`config.mk`:
```
export PLATFORM = sky130hd
export DESIGN_NAME = pipelined_prefix_adder
export DESIGN_NICKNAME = d
export VERILOG_FILES = /design/src/rtl/ppa_pkg.sv /design/src/rtl/ppa_prefix_level.sv /design/src/rtl/pipelined_prefix_adder.sv
export SDC_FILE = /design/constraint.sdc
export NUM_CORES = 1
export LEC_CHECK = 0
export BUFFER_PORTS_ARGS = -buffer_cell sky130_fd_sc_hd__buf_2
export CAP_MARGIN = 30
export CORE_MARGIN = 2
export CORE_UTILIZATION = 58
export DETAILED_ROUTE_END_ITERATION = 10
export PLACE_DENSITY = 0.79
export SLEW_MARGIN = 40
export SYNTH_ARGS = -nofsm -noshare
export SYNTH_HDL_FRONTEND = slang
export SYNTH_SLANG_ARGS = --single-unit
```
`constraint.sdc`:
```
create_clock -name wb_clk_i -period 1.7 [get_ports wb_clk_i]
set_input_delay 0.425 -clock wb_clk_i [delete_from_list [all_inputs] [get_ports wb_clk_i]]
set_output_delay 0.425 -clock wb_clk_i [all_outputs]
set_load 0.005 [all_outputs]
```
`src/rtl/ppa_pkg.sv`:
```
// Shared types and elaboration helpers for the pipelined Kogge-Stone adder.
// Provides the (g,p) pair type, its prefix operator, clog2 and register placement.
package ppa_pkg;

  typedef struct packed {
    logic g;
    logic p;
  } gp_t;

  // hi covers the more significant span, lo the adjacent less significant span
  function automatic gp_t gp_combine(input gp_t hi, input gp_t lo);
    gp_t r;
    r.g = hi.g | (hi.p & lo.g);
    r.p = hi.p & lo.p;
    return r;
  endfunction

  function automatic int ppa_clog2(input int n);
    int r;
    r = 0;
    while ((1 << r) < n) r++;
    return r;
  endfunction

  // Spreads `stages` register banks evenly over `l` prefix levels
  function automatic bit ppa_reg_after(input int level, input int stages, input int l);
    return (((level + 1) * stages) / l) > ((level * stages) / l);
  endfunction

endpackage

```
`src/rtl/ppa_prefix_level.sv`:
```
// One Kogge-Stone level: combines each bit with the bit DIST below it, with an
// optional register bank that also retimes a pass-through sideband vector.
module ppa_prefix_level
  import ppa_pkg::*;
#(
  parameter int WIDTH = 16,
  parameter int DIST  = 1,
  parameter bit REG   = 1'b0,
  parameter int SW    = 1
) (
  input  logic             clk,
  input  logic             srst,
  input  logic             en,
  input  logic [WIDTH-1:0] g_in,
  input  logic [WIDTH-1:0] p_in,
  input  logic [SW-1:0]    side_in,
  output logic [WIDTH-1:0] g_out,
  output logic [WIDTH-1:0] p_out,
  output logic [SW-1:0]    side_out
);

  logic [WIDTH-1:0] g_d;
  logic [WIDTH-1:0] p_d;

  for (genvar gi = 0; gi < WIDTH; gi++) begin : g_bit
    if (gi >= DIST) begin : g_cmb
      gp_t r;
      assign r = gp_combine(gp_t'({g_in[gi], p_in[gi]}),
                            gp_t'({g_in[gi-DIST], p_in[gi-DIST]}));
      assign g_d[gi] = r.g;
      assign p_d[gi] = r.p;
    end else begin : g_pass
      assign g_d[gi] = g_in[gi];
      assign p_d[gi] = p_in[gi];
    end
  end

  if (REG) begin : g_reg
    logic [WIDTH-1:0] g_q;
    logic [WIDTH-1:0] p_q;
    logic [SW-1:0]    side_q;

    always_ff @(posedge clk) begin
      if (srst) begin
        g_q    <= '0;
        p_q    <= '0;
        side_q <= '0;
      end else if (en) begin
        g_q    <= g_d;
        p_q    <= p_d;
        side_q <= side_in;
      end
    end

    assign g_out    = g_q;
    assign p_out    = p_q;
    assign side_out = side_q;
  end else begin : g_comb
    logic unused_ctl;
    assign unused_ctl = clk ^ srst ^ en;
    assign g_out    = g_d;
    assign p_out    = p_d;
    assign side_out = side_in;
  end

endmodule

```
`src/rtl/pipelined_prefix_adder.sv`:
```
// Pipelined WIDTH-bit Kogge-Stone adder/subtractor with valid/ready streaming.
// Optional feature macro PPA_OVF_FLAG_EN adds the signed-overflow output ovf_out.
module pipelined_prefix_adder
  import ppa_pkg::*;
#(
  parameter int WIDTH  = 16,
  parameter int STAGES = 2
) (
  input  logic             wb_clk_i,
  input  logic             wb_rst_i,
  input  logic             in_valid,
  output logic             in_ready,
  input  logic [WIDTH-1:0] a_in,
  input  logic [WIDTH-1:0] b_in,
  input  logic             c_in,
  input  logic             sub_in,
  output logic             out_valid,
  input  logic             out_ready,
  output logic [WIDTH-1:0] sum,
  output logic             c_out
`ifdef PPA_OVF_FLAG_EN
  ,
  output logic             ovf_out
`endif
);

  localparam int L   = ppa_clog2(WIDTH);
  localparam int LAT = STAGES + 1;
  localparam int SW  = WIDTH + 1;  // {cin', original p}

  logic             adv;
  logic [WIDTH-1:0] b_x;
  logic [WIDTH-1:0] p0_d, p0_q;
  logic [WIDTH-1:0] g0_d, g0_q;
  logic             cin_d, cin_q;
  logic [LAT-1:0]   vld_d, vld_q;

  assign adv       = out_ready | ~out_valid;
  assign in_ready  = adv;
  assign out_valid = vld_q[LAT-1];

  always_comb begin
    b_x   = b_in ^ {WIDTH{sub_in}};
    cin_d = sub_in | c_in;
    p0_d  = a_in ^ b_x;
    g0_d  = a_in & b_x;
    // Folding cin' into bit 0 makes the tree's G[i] the carry out of bit i
    g0_d[0] = g0_d[0] | (p0_d[0] & cin_d);
    vld_d = (vld_q << 1) | LAT'(in_valid);
  end

  always_ff @(posedge wb_clk_i) begin
    if (wb_rst_i) begin
      p0_q  <= '0;
      g0_q  <= '0;
      cin_q <= 1'b0;
      vld_q <= '0;
    end else if (adv) begin
      p0_q  <= p0_d;
      g0_q  <= g0_d;
      cin_q <= cin_d;
      vld_q <= vld_d;
    end
  end

  logic [WIDTH-1:0] g_lvl    [0:L];
  logic [WIDTH-1:0] p_lvl    [0:L];
  logic [SW-1:0]    side_lvl [0:L];

  assign g_lvl[0]    = g0_q;
  assign p_lvl[0]    = p0_q;
  assign side_lvl[0] = {cin_q, p0_q};

  for (genvar gi = 0; gi < L; gi++) begin : g_level
    ppa_prefix_level #(
      .WIDTH (WIDTH),
      .DIST  (1 << gi),
      .REG   (ppa_reg_after(gi, STAGES, L)),
      .SW    (SW)
    ) u_level (
      .clk      (wb_clk_i),
      .srst     (wb_rst_i),
      .en       (adv),
      .g_in     (g_lvl[gi]),
      .p_in     (p_lvl[gi]),
      .side_in  (side_lvl[gi]),
      .g_out    (g_lvl[gi+1]),
      .p_out    (p_lvl[gi+1]),
      .side_out (side_lvl[gi+1])
    );
  end

  logic [WIDTH-1:0] carry;
  logic [WIDTH-1:0] p_fin;
  logic             cin_fin;
  logic             unused_p;

  assign carry            = g_lvl[L];
  assign {cin_fin, p_fin} = side_lvl[L];
  assign unused_p         = ^p_lvl[L];

  assign sum   = p_fin ^ {carry[WIDTH-2:0], cin_fin};
  assign c_out = carry[WIDTH-1];

`ifdef PPA_OVF_FLAG_EN
  assign ovf_out = carry[WIDTH-1] ^ carry[WIDTH-2];
`endif

endmodule
```
==> results_dict.tcl <==
set metrics [dict create \
    yosysMostFrequentCell "nand2_1" \
    ctsHtreeMaxLevel 4 \
    drt-total-wl_mm 11.13 \
    end_kind "output pin" \
    fin_tns_setup_ns 0 \
    ys.flop_type "dfxtp_1" \
    die_y_um 96.04 \
    ys_seq_area_frac 0.4645 \
    clockBufferDepth 2 \
    postCtsHoldBufs 0 \
    required_ns 1.27 \
    hold_viol_final 0 \
    grt_remaining_overflow 0 \
    ys_ff_latch 114 \
    ys_top_cells_by_area "dfxtp_1 (46%), nand2_1 (12%), a21oi_1 (8.8%)" \
    yosys_warnings 0 \
    ys_async_sr_fraction 0 \
    grt_use_total 0.2691 \
    hold_end "vld_q[0]$_SDFFE_PP0P_" \
    power.leakage_nw 2.668 \
    grt.busiest_layer "met2" \
    startpoint_type "flop" \
    clkLatencyLatePin_ns 0.50 \
    pwr-share-clk 0.505 \
    drtPass1Iterations 5 \
    critical_path_peak_fanout 5 \
    synth_cell_types 28 \
    power.density_nw_per_um2 1225 \
    ioPinCount 57 \
    initial_core_util 0.5980 \
    outcome "complete, no violations" \
    min_path_cells 3 \
    grt_pass1_vias 4021 \
    setup_violations 0 \
    avgViaCountPerCell 5.535 \
    die_area_um2 9224 \
    drv_slew 0 \
    port_buffers 56 \
    syn-num-nets 641 \
    power.switching_mw 1.685 \
    relSlewSlack 0.7465 \
    syn_inst 587 \
    yosysTopAreaCellShare 0.4645 \
    syn_area_per_cell_um2 8.370 \
    final_area_um2 5914 \
    pwr-share-comb 0.081 \
    use_met3 0.06343 \
    syn2layout_area_growth_pct 20.37 \
    p_int_mw 5.562 \
    cts_root_buf "clkbuf_8" \
    period_share 0.9540 \
    min_path_type "input pin to flop" \
    dp_hpwl_mm 7.609 \
    grt_max_degree 57 \
    core_area_um2 8217 \
    synth_area_um2 4913 \
    r2r_start "vld_q[2]$_SDFFE_PP0P_" \
    antenna_found_initial 0 \
    die_x_um 96.04 \
    antenna_cells 0 \
    wl_per_cell_um 14.66 \
    yosysTopAreaCell "dfxtp_1" \
    rsz0062_at_grt "false" \
    finClkSkew_ns 0.005712 \
    cts_tree "done" \
    cts_sinks 114 \
    drc_errors 0 \
    synth_edf_count 0 \
    grtUsageMet2 0.4381 \
    seqPwrFrac 0.414 \
    synthTopCellsByCount "nand2_1 (156), dfxtp_1 (114), a21oi_1 (86), nor2_1 (39), xor2_1 (32)" \
    placed_cells 722 \
    path_clk_slew_ns 0.06 \
    path_class "flop to output pin" \
    worst_slew_pin_slew_ns 0.3797 \
    grt_pass1_wl_mm 18.97 \
    rows 33 \
    hp-start "in_valid" \
    nets 695 \
    drv_cap 0 \
    drt_iter0_drc 265 \
    r2r-end "g_level[1].u_level.side_out[2]$_SDFFE_PP0P_" \
    stdcell_count 759 \
    fmax_mhz 616.6 \
    period_minus_slack_ns 1.622 \
    vdd_drop_max_mv 0.8148 \
    gp_congestion 0.9131 \
    drive_gt1_frac 0.1728 \
    vias 4201 \
    switching_share 0.2325 \
    ant_nets 0 \
    postPlaceCellArea_um2 5243 \
    reg2reg_slack_ns 0.10 \
    ff2ff_path_depth 7 \
    met1_usage 0.3499 \
    numCtsBuffers 17 \
    cp.arrival_ns 1.20 \
]
stage by stage:
stage	total power, mW	hold slack, ns	utilization	setup WS, ns
2_1_floorplan	3.399	0.4321	-	0.2524
3_3_place_gp	3.610	0.4387	0.6380	0.2248
3_5_place_dp	3.630	0.4461	0.6380	0.1835
4_1_cts	7.294	0.1385	0.7171	0.001724
5_1_grt	7.534	0.1732	0.7198	0.008519
6_report	7.247	0.1599	0.7198	0.07820
power by group through the flow:
stage | combinational, mW | sequential, mW | clock (mW)
floorplan | 0.420 | 2.98 | 0
global placement | 0.566 | 3.04 | 0
detailed placement | 0.581 | 3.05 | 0
CTS | 0.593 | 3.00 | 3.71
global route | 0.681 | 3.02 | 3.83
finish | 0.591 | 3.00 | 3.66
how the worst max path moves through the flow:
stage                                            startpoint                                   endpoint  slack, ns  depth (start not counted)
3_5_place_dp                                      out_ready                      g0_q[15]$_SDFFE_PP0P_       0.18                          6
5_1_grt        g_level[3].u_level.side_out[15]$_SDFFE_PP0P_                                    sum[15]      0.009                          2
2_1_floorplan                                        sub_in                      p0_q[11]$_SDFFE_PP0P_       0.25                          6
3_3_place_gp                                      out_ready  g_level[3].u_level.g_out[10]$_SDFFE_PP0P_       0.22                          6
6_report                              vld_q[2]$_SDFFE_PP0P_                                   in_ready       0.08                          3
4_1_cts         g_level[3].u_level.side_out[0]$_SDFFE_PP0P_                                     sum[0]      0.002                          2
cell type report:
class                           count  area (um^2)
Sequential cell                   114         2282
Multi-Input combinational cell    430         2337
Clock buffer                       19        441.7
Tap cell                          105        131.4
Timing Repair Buffer               76        520.5
Clock inverter                     13        183.9
Inverter                            1        11.26
Fill cell                         626         2302
Timing Repair inverter              1        6.256
kinds of logic (layout without fill, tap and decap cells):
| group | after synthesis | count (layout) | share of synthesized area |
|---|---|---|---|
| and+or+nand+nor | 241 | 241 | 0.2032 |
| xor gates and xnor gates | 32 | 32 | 0.05704 |
| adders and majority gates | 16 | 16 | 0.04074 |
| muxes | 2 | 2 | 0.004075 |
| buffers and inverters | 43 | 110 | 0.06137 |
| DFF | 114 | 114 | 0.4645 |
| AOI/OAI and AO/OA | 139 | 139 | 0.1691 |
placed cells by master, fill, tap and decap left out:
master and instances:
buf_12 7, bufinv_16 4, clkinvlp_4 3, xor2_2 1
nand4_1 8, o211ai_1 6, dfxtp_1 114, inv_8 1
clkbuf_8 3, xor2_1 31, clkinv_4 3, clkbuf_16 16
a211o_1 6, nor3_2 1, inv_4 1, nand3_1 8
o22ai_1 2, o21bai_1 2, nand2_1 156, and2_1 10
ha_1 16, a21o_1 15, nor2_1 39, a21oi_1 86
mux2i_1 2, buf_4 14, o21ai_0 1, clkinv_2 3
a211oi_1 21, nor3_1 18, nor2b_4 1, buf_2 55
state kept, by name, summed over array words and instances, names as in the netlist:
signal                    flops
g_level.u_level.p_out        12
g_level.u_level.side_out     34
p0_q                         16
g_level.u_level.g_out        32
vld_q                         3
cin_q                         1
g0_q                         16
worst max-delay path, cell delays in order, from the launching register on:
cell and delay, ns:
dfxtp_1 0.32, nor2b_4 0.21, inv_8 0.05, buf_2 0.12
layer usage:
layer,up-vias,share of wire
li1,2098,-
met4,0,0.015
met1,1968,0.44
met5,-,0
met2,122,0.50
met3,13,0.046
repair_timing:
| action | in CTS | in global routing |
|---|---|---|
| resized for setup | 1 | 1 |
| setup endpoints to repair | 1 | 2 |
| endpoints found under the hold margin | 0 | 0 |
| cloned | 1 | 0 |
| setup buffers | 2 | 2 |
(Power assumes the default switching activity.)
